## config.mk

```make
export PLATFORM = sky130hd
export DESIGN_NAME = game_tick_scheduler
export DESIGN_NICKNAME = d
export VERILOG_FILES = /design/src/rtl/game_tick_scheduler.sv
export SDC_FILE = /design/constraint.sdc
export NUM_CORES = 1
export LEC_CHECK = 0
export ABC_AREA = 1
export BUFFER_PORTS_ARGS = -buffer_cell sky130_fd_sc_hd__buf_2
export CORE_UTILIZATION = 49
export CTS_CLUSTER_DIAMETER = 40
export DETAILED_ROUTE_END_ITERATION = 6
export GPL_ROUTABILITY_DRIVEN = 0
export PLACE_DENSITY = 0.82
export SLEW_MARGIN = 30
export SYNTH_ARGS = -nofsm -noshare
export SYNTH_HDL_FRONTEND = slang
export SYNTH_SLANG_ARGS = --single-unit
export TNS_END_PERCENT = 5
```

## constraint.sdc

```tcl
create_clock -name clock -period 1.21 [get_ports clock]
set_input_delay 0.0605 -clock clock [delete_from_list [all_inputs] [get_ports clock]]
set_output_delay 0.0605 -clock clock [all_outputs]
set_load 0.01 [all_outputs]
```

## src/rtl/game_tick_scheduler.sv

```systemverilog
// Game timebase: turns selected divided-clock rising edges into single-cycle tick enables,
// one per clock, arbitrated by fixed priority (channel 0 highest) with a per-channel queue.
module game_tick_scheduler #(
    parameter int NUM_CH = 3,
    parameter int SEL_W  = 5
) (
    input  logic                    clock,
    input  logic                    reset,
    input  logic [31:0]             dividedClocks,
    input  logic                    start,
    input  logic                    pause,
    input  logic [NUM_CH*SEL_W-1:0] rate_sel,
    output logic [NUM_CH-1:0]       tick,
    output logic [NUM_CH-1:0]       pending,
    output logic [NUM_CH-1:0]       overrun,
    output logic [1:0]              state
);

    typedef enum logic [1:0] {
        IDLE   = 2'b00,
        RUN    = 2'b01,
        PAUSED = 2'b10
    } state_t;

    state_t              state_q, state_d;
    logic [NUM_CH-1:0]   sel_bit_p0;
    logic [NUM_CH-1:0]   prev_bit_p1;
    logic [NUM_CH-1:0]   evt;
    logic [NUM_CH-1:0]   grant;
    logic                found;

    assign state = state_q;

    // ---- stage p0: pick each channel's divided-clock bit and detect rising edges
    always_comb begin
        sel_bit_p0 = '0;
        for (int i = 0; i < NUM_CH; i++) begin
            sel_bit_p0[i] = dividedClocks[rate_sel[i*SEL_W +: SEL_W]];
        end
    end

    assign evt = sel_bit_p0 & ~prev_bit_p1 & {NUM_CH{state_q == RUN}};

    // Lowest-index pending channel wins; nothing is granted outside RUN.
    always_comb begin
        grant = '0;
        found = 1'b0;
        for (int i = 0; i < NUM_CH; i++) begin
            if (pending[i] && !found) begin
                grant[i] = 1'b1;
                found    = 1'b1;
            end
        end
        if (state_q != RUN) begin
            grant = '0;
        end
    end

    always_comb begin
        state_d = state_q;
        case (state_q)
            IDLE:    if (start) state_d = RUN;
            RUN:     if (pause) state_d = PAUSED;
            PAUSED:  if (start) state_d = RUN;
            default: state_d = IDLE;
        endcase
    end

    // ---- stage p1: queue, tick and sticky overrun registers
    always_ff @(posedge clock) begin
        if (reset) begin
            state_q     <= IDLE;
            prev_bit_p1 <= '0;
            tick        <= '0;
            pending     <= '0;
            overrun     <= '0;
        end else begin
            // Edge history keeps tracking while paused so resuming never fabricates an edge.
            prev_bit_p1 <= sel_bit_p0;
            state_q     <= state_d;
            case (state_q)
                RUN: begin
                    tick    <= grant;
                    pending <= (pending & ~grant) | evt;
                    overrun <= overrun | (evt & pending & ~grant);
                end
                PAUSED: begin
                    tick <= '0;
                end
                default: begin
                    tick    <= '0;
                    pending <= '0;
                end
            endcase
        end
    end

endmodule

```

==> After elaboration in Yosys (flattened, before gate mapping) <==
Index checks and enable logic that the tools add are counted.
{ "word_totals": {"ff_bits": 14, "latch_bits": 0, "ram_bits": 0, "mem_bits_ro": 0, "input_bits": 51, "wordCells": 46, "n_memories": 0} }
{ "op_classes": {"add_sub_neg": 0, "mul": 0, "div": 0, "n_lt_le_gt_ge": 3, "n_eq_ne": 5, "n_shift": 0, "n_mux": 15, "bitwise_logic": 10, "reduce_logical": 8} }
{ "op_table": {"columns": ["operator", "n"], "rows": [
  ["5-bit by 6-bit less-than comparator with 1-bit output, second input constant", 3],
  ["3-bit bitwise AND", 5],
  ["1-bit binary-select mux with 5-bit select", 3],
  ["1-bit 2-to-1 mux", 7],
  ["3-bit inverter", 2],
  ["3-bit OR", 2],
  ["3-bit case mux with 2 select lines", 1],
  ["2-bit 2-to-1 mux", 2],
  ["2-bit by 1-bit inequality test with 1-bit output, second input constant", 2],
  ["2-bit case mux with 2 select lines", 1],
  ["2-bit OR reduction", 2],
  ["3-bit 2-to-1 mux", 1],
  ["2-bit by 1-bit == test with 1-bit output, second input constant", 1],
  ["2-bit == test, second input constant", 1],
  ["1-bit logical AND", 2],
  ["1-bit logical NOT", 2],
  ["2-bit logical NOT", 1],
  ["2-bit inequality test, second input constant", 1],
  ["2-bit AND reduction", 1],
  ["1-bit inverter", 1]
]} }

==> Depth between registers and ports, before layout <==
Gate-level depths: netlist of run 1.
{ "logic_depth": {"ltp_word": 12, "ltp_mapped": 11, "ltp_nobuf": 9} }

==> Worst setup path before layout of run 1 <==
OpenSTA, ideal clock, no wires.
{ "synth_path": {"path_kind": "reg-to-reg", "startpoint": "reg state_q[0] (netlist: state[0])", "endpoint": "reg overrun[1]", "arrival_time_ns": 1.006, "setup_slack_ns": 0.134, "path_stages_with_launch": 7, "period_less_slack_ns": 1.076, "cell_sequence": "dfxtp_1 -> inv_1 -> nor2_1 -> inv_1 -> nor3_2 -> nand4_1 -> a21oi_1"} }
{ "synth_via": {"elab_chain_len": 5, "word_cells_on_any_way": 8, "classes_between": "2 x eq/ne; 1 x mux; 5 x bitwise"} }
{ "synth_lines": {"columns": ["element", "line", "text"], "rows": [
  ["from (decl)", "25", "state_t state_q, state_d;"],
  ["from (signal assigned)", "80", "state_q <= state_d;"],
  ["2-bit by 1-bit == test with 1-bit output / 2-bit by 1-bit inequality test with 1-bit output (equally long branches)", "42, 81, 54", null],
  ["3-bit bitwise AND / 3-bit 2-to-1 mux (equally long branches)", "42, 54", null],
  ["3-bit bitwise AND / 3-bit inverter (equally long branches)", "85", "overrun <= overrun | (evt & pending & ~grant);"],
  ["3-bit bitwise AND", "85", null],
  ["3-bit OR", "85", null],
  ["to (signal assigned)", "85", null],
  ["to (decl)", "15", "output logic [NUM_CH-1:0] overrun,"]
]} }
Parallel ways exist; a longest one is shown, timed or not.
A chain may end at the register's enable or synchronous reset.

==> Worst setup path after layout of run 1 <==
Ends and elaborated chain as after synthesis.

==> results of run 1 <==
-- metrics by stage --
step                      instance area, µm²   util
after global placement                  1820  0.597
after floorplan                         1580      -
after CTS                               1870  0.612
after global routing                    1880  0.615
final                                   1880  0.615
after detailed placement                1820  0.597
-- layer usage --
layer  vias up  share of wire  GRT usage
met5         -              0          0
met4         0         0.0096     0.0646
met3         6          0.092     0.0308
met2       121           0.47      0.452
met1       885           0.42      0.369
li1       1040              -          -
-- kinds of logic after synthesis --
group / share of synthesized area
and+or+nand+nor: 0.595
AOI/OAI and AO/OA: 0.0572
DFF: 0.178
buffers and inverters: 0.170
-- registers in the layout, summed over array words and instances (netlist names) --
| register | cells |
|---|---|
| overrun | 3 |
| prev_bit_p1 | 3 |
| pending | 3 |
| state | 2 |
| tick | 3 |
-- timing repair --
| action | 4_1_cts | 5_1_grt |
|---|---|---|
| setup endpoints to repair | 0 | 5 |
| hold buffers | 1 | 0 |
| resized for setup | 0 | 3 |
| hold endpoints to repair | 1 | 0 |
-- cell usage in the layout (no fill, tap or decap), types with 3 or more instances in the layout --
cell type	netlist	final
a21oi_1	9	8
nand4_1	4	4
clkbuf_4	0	3
buf_2	2	61
o21ai_1	4	4
nand2_1	120	120
nor2_1	13	11
dfxtp_1	14	14
inv_2	3	3
inv_1	21	21
nand3_2	4	4
nand3_1	70	70
-- area by class of cell --
class,count,area (µm²)
multi-input combinational,231,1040
fill,324,1180
clock buffer,4,36.3
sequential,14,280
timing repair buffer,65,350
inverter,27,119
tap,44,55.1
-- power groups by stage --
stage          combinational, µW  sequential (µW)  clock, µW
2_1_floorplan                357              501          0
3_3_place_gp                 517              497          0
3_5_place_dp                 523              498          0
4_1_cts                      526              487        326
5_1_grt                      601              490        353
6_report                     537              488        329
-- worst paths after layout --
path / start / endpoint / slack (ns) / depth (start not counted)
worst min register to register: overrun[0] / overrun[0] / 0.43 / 2
worst max register to register: state[0] / overrun[1] / 0.1 / 6
worst max-delay path: state[0] / overrun[1] / 0.1 / 6
worst min-delay path: pause / state[1] / 0.06 / 3
-- cell usage after synthesis --
cell      count
nand2_1     120
nand3_1      70
inv_1        21
dfxtp_1      14
nor2_1       13
a21oi_1       9
buf_6         4
nand3_2       4
nand4_1       4
o21ai_1       4
buf_12        3
inv_2         3
buf_2         2
buf_4         2
inv_8         2
nor4_1        2
o21ai_0       2
buf_8         1
clkbuf_1      1
inv_4         1
nor3_2        1
o22ai_1       1
o32ai_1       1
-- critical path: cells and delay by family (launching register included) --
| kind | cells | cell delay [ns] |
|---|---|---|
| flops | 1 | 0.33 |
| simple gates | 3 | 0.40 |
| compound gates | 1 | 0.12 |
| buf+inv | 2 | 0.21 |
==> impl_results.md, run 1 <==
- Status: complete, no violations
- Power density over cell area: 721 nW/µm²
- Setup crit end kind: register
- Cell internal pwr: 868 µW
- Clock root cell: clkbuf_4
- Clock Path Buffers: 2
- Total number of vias: 2,052
- Critical-path cell list: inv_1 -> nor2_2 -> inv_1 -> nor3_2 -> nand4_1 -> a21oi_1
- CTS tree: built
- Largest net degree at the start of global routing: 18
- # nets final: 393
- Placed Cells: 380
- # rows: 20
- Seq/Total Area, Yosys: 0.178
- Max Cap Viol: 0
- Worst-margin pin slew: 0.349 ns
- Crit share post-route: 0.917
- Net Sw Power: 486 µW
- Crit Path Class: reg2reg
- Synth warnings: 0
- DRT Pass-1 Iters: 5
- GRT overflow: 0
- Vert. Die Dim: 58.7 µm
- WP data arrival: 1.33 ns
- Postcts setup bufs: 0
- Die Span X: 58.7 µm
- Final worst-path setup slack: 0.0999 ns
- Non-Filler Instances: 385
- Final WL: 4600 µm
- Die area: 3450 µm²
- Initial antenna violation count: 0
- Cell mode on critical path: inv_1
- I/O pin total: 62
- Sw frac: 0.359
- Top area cells in the synthesized netlist: nand2_1, nand3_1, dfxtp_1, inv_1, buf_12
- DR WL/cell: 11.9 µm
- DP HPWL: 3650 µm
- Comb power frac: 0.396
- TNS Setup: 0 ns
- TritonCTS buffer count: 3
- Crit-path max FO: 5
- Yosys cell types: 23
- Synth area leader: nand2_1
- Seq pwr share: 0.360
- Vias per std cell: 5.33
- Clk slew on worst S/H paths: 0.08 ns
- Starting DRT DRC Count: 184
- Fraction of layout cells with a size suffix above 1: 0.240
- VDD IR max: 0.270 mV
- Skew-Pair Late Insertion Delay: 0.28 ns
- Min Clock Period, post-route: 1.11 ns
- Clock network fraction of total power: 0.243
- Final ANT Viol Nets: 0
- Area delta synth->final: 19.1%
- Syn_nets: 336
- Setup Viol. Count Final: 0
- Cell count after synthesis: 285
- Pre-CTS setup slack: 0.0339 ns
- Global-route wire length before repair: 7290 µm
- DRC errors left: 0
- Slowest stage delay, CP: 0.33 ns
- Yosys reg bits: 14
- Power, Total: 1350 µW
- Initial Utilization: 0.516
- Slowest CP cell: dfxtp_1
- Avg Cell Area, Syn: 5.53 µm²
- Core area: 3050 µm²
- GRT Total Usage: 0.269
- Number of diodes: 0
- Port Buffers: 61
- Post-Syn Area: 1580 µm²
- Fin Clk Skew: 0.00451 ns
- CP startpoint kind: register
- Pins over their slew limit: 0
- Rel. slew slack: 0.767
- Yosys top cell area share: 0.286
- Sink Count: 14
- Critical Path RT: 1.43 ns
- Fmax: 901 MHz
- H-tree depth: 1
- Final hold vios: 0
- Leakage: 0.00102 µW
- Hold slack: 0.0599 ns
- Hold/Removal Path Class: in2reg
- Vias in the first global route: 1,639
Power figures use the tool's default switching activity.
==> run 2, diff against run 1 <==
--- a/config.mk
+++ b/config.mk
@@ -6,8 +6,9 @@
 export NUM_CORES = 1
 export LEC_CHECK = 0
 export ABC_AREA = 1
-export BUFFER_PORTS_ARGS = -buffer_cell sky130_fd_sc_hd__buf_2
+export BUFFER_PORTS_ARGS = -buffer_cell sky130_fd_sc_hd__clkbuf_2
 export CORE_UTILIZATION = 49
+export CTS_BUF_LIST = sky130_fd_sc_hd__clkbuf_16
 export CTS_CLUSTER_DIAMETER = 40
 export DETAILED_ROUTE_END_ITERATION = 6
 export GPL_ROUTABILITY_DRIVEN = 0
==> run 2 against run 1 <==
Against the previous run:
- die area stayed put
- utilization is 0.82 points higher
- worst setup slack better by 0.020 ns
- power is 21% higher
- wire length is 3.2% lower
- sequential share of layout area is 0.20 points lower
- critical path type unchanged
- critical endpoint unchanged
- highest routed layer unchanged
==> impl_results.md, run 2 (synthesized netlist as in run 1, its figures left out) <==
- Status: complete, no violations (unchanged)
- WP data arrival: 1.27 ns (was 1.33 ns)
- Final hold vios: 0 (unchanged)
- Critical-path cell list: inv_1 -> nor2_2 -> inv_1 -> nor3_2 -> nand4_1 -> a21oi_1 (unchanged)
- Pins over their slew limit: 0 (unchanged)
- Number of diodes: 0 (unchanged)
- CTS tree: built (unchanged)
- Hold Path Cell Cnt: 2 (was 3)
- Fmax: 917 MHz (was 901 MHz)
- Area delta synth->final: 20.7% (was 19.1%)
- Worst-margin pin slew: 0.394 ns (was 0.349 ns)
- DP HPWL: 3650 µm (about the same)
- Internal reg-to-reg setup slack: 0.12 ns (was 0.1 ns)
- Global-route wire length before repair: 7270 µm (was 7290 µm)
- Min Clock Period, post-route: 1.09 ns (was 1.11 ns)
- Die area: 3450 µm² (unchanged)
- CP delay by family, top: simple AND/OR/NAND/NOR gates (unchanged)
- Core area: 3050 µm² (unchanged)
- Starting DRT DRC Count: 131 (was 184)
- Critical Path RT: 1.39 ns (was 1.43 ns)
- Largest net degree at the start of global routing: 19 (was 18)
- Hold/Removal Path Class: in2reg (unchanged)
- Fraction of layout cells with a size suffix above 1: 0.238 (was 0.240)
- I/O pin total: 62 (unchanged)
- RSZ-0062 raised after global routing: no
- Final instance area: 1900 µm² (was 1880 µm²)
- Vias per std cell: 5.24 (was 5.33)
- Final ANT Viol Nets: 0 (unchanged)
- Power, Total: 1630 µW (was 1350 µW)
- Skew-Pair Late Insertion Delay: 0.24 ns (was 0.28 ns)
- Most frequent cells in the layout: nand2_1, nand3_1, clkbuf_2, inv_1, dfxtp_1 (was nand2_1, nand3_1, buf_2, inv_1, dfxtp_1)
- Slowest CP cell: dfxtp_1 (unchanged)
- Reg2reg path depth: 6 (unchanged)
- Leakage: 0.00104 µW (was 0.00102 µW)
- Clock Path Buffers: 2 (unchanged)
- Total number of vias: 2,016 (was 2,052)
- Slowest stage delay, CP: 0.32 ns (was 0.33 ns)
- Vert. Die Dim: 58.7 µm (unchanged)
- Buf/Inv on CP: 2 (unchanged)
- Post-CTS Hold Fix Bufs: 0 (was 1)
- Vias in the first global route: 1,742 (was 1,639)
- FF-to-FF Start: state[0] (unchanged)
- DRC errors left: 0 (unchanged)
- Crit-path max FO: 5 (unchanged)
- # nets final: 393 (unchanged)
- Clock root cell: clkbuf_16 (was clkbuf_4)
- # rows: 20 (unchanged)
- Fin Clk Skew: 0.00156 ns (was 0.00451 ns)
- Clk slew on worst S/H paths: 0.04 ns (was 0.08 ns)
- CP startpoint kind: register (unchanged)
- H-tree depth: 1 (unchanged)
- VDD IR max: 0.375 mV (was 0.270 mV)
- Initial Utilization: 0.516 (unchanged)
- GRT overflow: 0 (unchanged)
- Final WL: 4450 µm (was 4600 µm)
- Reg2reg end: overrun[1] (unchanged)
- Worst Hold End: state[1] (unchanged)
- Cell mode on critical path: inv_1 (unchanged)
- Crit share post-route: 0.901 (was 0.917)
- GRT Total Usage: 0.269 (about the same)
- Most common cell after layout, fill and taps aside: nand2_1 (unchanged)
- Power density over cell area: 859 nW/µm² (was 721 nW/µm²)
- Port Buffers: 61 (unchanged)
- Rel. slew slack: 0.737 (was 0.767)
- DRT Pass-1 Iters: 4 (was 5)
- Sink Count: 14 (unchanged)
- Pre-CTS setup slack: -0.0530 ns (was 0.0339 ns)
- Setup Viol. Count Final: 0 (unchanged)
- Setup crit end kind: register (unchanged)
- DR WL/cell: 11.6 µm (was 11.9 µm)
- HP Start: start (was pause)
- TritonCTS buffer count: 3 (unchanged)
- Max Cap Viol: 0 (unchanged)
- Die Span X: 58.7 µm (unchanged)
- Area after DPL: 1820 µm² (about the same)
- Final worst-path setup slack: 0.119 ns (was 0.0999 ns)
- Initial antenna violation count: 0 (unchanged)
- Crit Path Class: reg2reg (unchanged)
==> run 2: cell types whose count changed in the layout (fill, tap and decap cells not counted), moves of 2 or more <==
cell	change
buf_2	-61
buf_4	+2
clkbuf_16	+3
clkbuf_2	+61
clkbuf_4	-3
==> run 2: metrics by stage <==
stage	setup TNS [ns]	utilization	std cells	hold slack (ns)
final	0	0.623	385	0.0447
after global routing	0	0.623	385	0.0473
after CTS	0	0.621	385	0.0467
after detailed placement	-0.101	0.595	381	0.299
after global placement	-0.00527	0.595	381	0.288
after floorplan	0	-	285	0.175
==> run 2: how the worst max path moves through the flow <==
stage / from / to / slack [ns] / cells after the start
floorplan: state[0] / overrun[1] / 0.13 / 6
global placement: rate_sel[0] / pending[0] / -0.005 / 10
detailed placement: rate_sel[0] / pending[0] / -0.05 / 10
CTS: state[0] / overrun[1] / 0.03 / 6
global route: state[0] / overrun[1] / 0.002 / 6
finish: state[0] / overrun[1] / 0.12 / 6
==> run 2: layout make-up <==
| class | instances | area [µm²] |
|---|---|---|
| multi-input combinational | 231 | 1030 |
| timing repair buffer | 65 | 335 |
| tap | 44 | 55.1 |
| clock inverter | 1 | 3.75 |
| sequential | 14 | 280 |
| clock buffer | 3 | 75.1 |
| fill | 336 | 1150 |
| inverter | 27 | 119 |
==> run 2: what timing repair did <==
item                       4_1_cts  5_1_grt
setup endpoints to repair        0        5
setup buffers                    0        0
resized for setup                0        2
==> run 2: report_power, final <==
part	switching, µW	internal (µW)	total, µW
combinational	321	200	521
clock	186	436	623
sequential	9.12	481	490
==> run 2: layer usage <==
layer / track usage / share of wire
met1: 0.341 / 0.40
met2: 0.486 / 0.50
met3: 0.0154 / 0.085
met4: 0.0850 / 0.013
met5: 0 / 0
==> run 3, diff against run 2 <==
--- a/config.mk
+++ b/config.mk
@@ -7,6 +7,7 @@
 export LEC_CHECK = 0
 export ABC_AREA = 1
 export BUFFER_PORTS_ARGS = -buffer_cell sky130_fd_sc_hd__clkbuf_2
+export CORE_MARGIN = 2
 export CORE_UTILIZATION = 49
 export CTS_BUF_LIST = sky130_fd_sc_hd__clkbuf_16
 export CTS_CLUSTER_DIAMETER = 40
@@ -17,4 +18,3 @@
 export SYNTH_ARGS = -nofsm -noshare
 export SYNTH_HDL_FRONTEND = slang
 export SYNTH_SLANG_ARGS = --single-unit
-export TNS_END_PERCENT = 5
==> run 3 against run 2 <==
Against the previous run:
- hold slack got worse by 0.0041 ns
- die area rose by 6.9%
- sequential share of layout area fell by 0.19 points
- sequential power barely moved
- register-to-register slack barely moved
- first-iteration DRC count rose by 25%
- utilization rose by 0.82 points
- clock power barely moved
- flip-flop and latch count did not move
- critical path type unchanged
- largest power group unchanged
==> impl_results.md, run 3 (synthesized netlist as in run 1, its figures left out) <==
- Most common cell after layout, fill and taps aside: nand2_1 (unchanged)
- Core area: 3050 µm² (unchanged)
- I/O pin total: 62 (unchanged)
- Vert. Die Dim: 60.7 µm (was 58.7 µm)
- GRT overflow: 0 (unchanged)
- Crit Path Class: reg2reg (unchanged)
- Final ANT Viol Nets: 0 (unchanged)
- # rows: 20 (unchanged)
- Reg2reg end: overrun[1] (unchanged)
- Final instance area: 1930 µm² (was 1900 µm²)
- Fmax: 925 MHz (was 917 MHz)
- DRT Pass-1 Iters: 5 (was 4)
- Final hold vios: 0 (unchanged)
- Crit share post-route: 0.894 (was 0.901)
- Vias in the first global route: 1,759 (was 1,742)
- Critical-path cell list: inv_1 -> nor2_4 -> inv_2 -> nor3_2 -> nand4_1 -> a21oi_1 (was inv_1 -> nor2_2 -> inv_1 -> nor3_2 -> nand4_1 -> a21oi_1)
- RSZ-0062 raised after global routing: no (unchanged)
- Rel. slew slack: 0.744 (was 0.737)
- Initial antenna violation count: 0 (unchanged)
- CP delay by family, top: simple AND/OR/NAND/NOR gates (unchanged)
- Clock Path Buffers: 2 (unchanged)
- Global-route wire length before repair: 7760 µm (was 7270 µm)
- GRT Total Usage: 0.272 (was 0.269)
- Clock root cell: clkbuf_16 (unchanged)
- Setup crit end kind: register (unchanged)
- TritonCTS buffer count: 3 (unchanged)
- Internal reg-to-reg setup slack: 0.13 ns (was 0.12 ns)
- DP HPWL: 3740 µm (was 3650 µm)
- Buf/Inv on CP: 2 (unchanged)
- Postcts setup bufs: 0 (unchanged)
- Slowest stage delay, CP: 0.32 ns (about the same)
- Power density over cell area: 860 nW/µm² (was 859 nW/µm²)
- VDD IR max: 0.391 mV (was 0.375 mV)
- FF-to-FF Start: state[0] (unchanged)
- Initial Utilization: 0.516 (unchanged)
- Final worst-path setup slack: 0.129 ns (was 0.119 ns)
- Total number of vias: 2,078 (was 2,016)
- DRC errors left: 0 (unchanged)
- Largest net degree at the start of global routing: 18 (was 19)
- Max Cap Viol: 0 (unchanged)
- Critical Path RT: 1.38 ns (was 1.39 ns)
- Pins over their slew limit: 0 (unchanged)
- Number of diodes: 0 (unchanged)
- HP Start: start (unchanged)
- Area after DPL: 1840 µm² (was 1820 µm²)
- Fin Clk Skew: 0.00150 ns (was 0.00156 ns)
- CP startpoint kind: register (unchanged)
- CTS tree: built (unchanged)
- H-tree depth: 1 (unchanged)
- Reg2reg path depth: 6 (unchanged)
- DR WL/cell: 12.4 µm (was 11.6 µm)
- Min Clock Period, post-route: 1.08 ns (was 1.09 ns)
- Vias per std cell: 5.38 (was 5.24)
- Hold/Removal Path Class: in2reg (unchanged)
- Hold Path Cell Cnt: 2 (unchanged)
- Clk slew on worst S/H paths: 0.05 ns (was 0.04 ns)
- Pre-CTS setup slack: -0.00208 ns (was -0.0530 ns)
- Final WL: 4780 µm (was 4450 µm)
- Worst-margin pin slew: 0.384 ns (was 0.394 ns)
- Setup Viol. Count Final: 0 (unchanged)
- Slowest CP cell: dfxtp_1 (unchanged)
- Crit-path max FO: 5 (unchanged)
- # nets final: 394 (was 393)
- Skew-Pair Late Insertion Delay: 0.24 ns (about the same)
- Post-CTS Hold Fix Bufs: 0 (unchanged)
- Port Buffers: 61 (unchanged)
- Fraction of layout cells with a size suffix above 1: 0.243 (was 0.238)
- Die Span X: 60.7 µm (was 58.7 µm)
- WP data arrival: 1.25 ns (was 1.27 ns)
- Die area: 3680 µm² (was 3450 µm²)
- Worst Hold End: state[1] (unchanged)
- Status: complete, no violations (unchanged)
- Sink Count: 14 (unchanged)
- Most frequent cells in the layout: nand2_1, nand3_1, clkbuf_2, inv_1, dfxtp_1 (unchanged)
- Starting DRT DRC Count: 164 (was 131)
- Leakage: 0.00105 µW (was 0.00104 µW)
- Area delta synth->final: 22.3% (was 20.7%)
-- run 3: changes by cell type in the layout (fill, tap and decap cells not counted), sizes merged --
cell  before  now
buf        4    5
-- run 3: how the worst max path moves through the flow --
stage / start / end / slack (ns) / cells past startpoint
floorplan: state[0] / overrun[1] / 0.13 / 6
global placement: rate_sel[0] / pending[0] / 0.02 / 10
detailed placement: rate_sel[0] / pending[0] / -0.002 / 10
CTS: state[0] / overrun[2] / 0.07 / 6
global route: state[0] / overrun[2] / 0.005 / 6
finish: state[0] / overrun[1] / 0.13 / 6
-- run 3: final cells by class --
| cell class | instances | area, µm² |
|---|---|---|
| Sequential cell | 14 | 280 |
| Clock buffer | 3 | 75.1 |
| Inverter | 27 | 119 |
| Fill cell | 298 | 1130 |
| Timing Repair Buffer | 66 | 355 |
| Multi-Input combinational cell | 231 | 1040 |
| Tap cell | 44 | 55.1 |
| Clock inverter | 1 | 3.75 |
-- run 3: per-layer routing --
| layer | wire length (µm) | share of wire | track usage |
|---|---|---|---|
| met5 | 0 | 0 | 0 |
| met4 | 118 | 0.025 | 0.0776 |
| met3 | 472 | 0.099 | 0.0256 |
| met2 | 2270 | 0.48 | 0.462 |
| met1 | 1910 | 0.40 | 0.368 |
-- run 3: repair_timing --
item	4_1_cts	5_1_grt
gates resized for setup	2	2
pin swaps	0	0
endpoints found under the setup margin	1	3
-- run 3: stage by stage --
stage / hold WS, ns / cells / setup TNS (ns) / total power (µW) / utilization
global placement: 0.288 / 382 / 0 / 1020 / 0.602
global route: 0.0475 / 386 / 0 / 1750 / 0.631
floorplan: 0.175 / 285 / 0 / 858 / -
detailed placement: 0.291 / 382 / -0.00208 / 1030 / 0.602
finish: 0.0406 / 386 / 0 / 1660 / 0.631
CTS: 0.0432 / 386 / 0 / 1650 / 0.628
-- run 3: power by group --
part	internal [µW]	leakage (µW)	total (µW)	switching, µW
sequential	481	0.000114	491	9.73
clock	436	0.0000385	623	186
combinational	207	0.000895	544	337
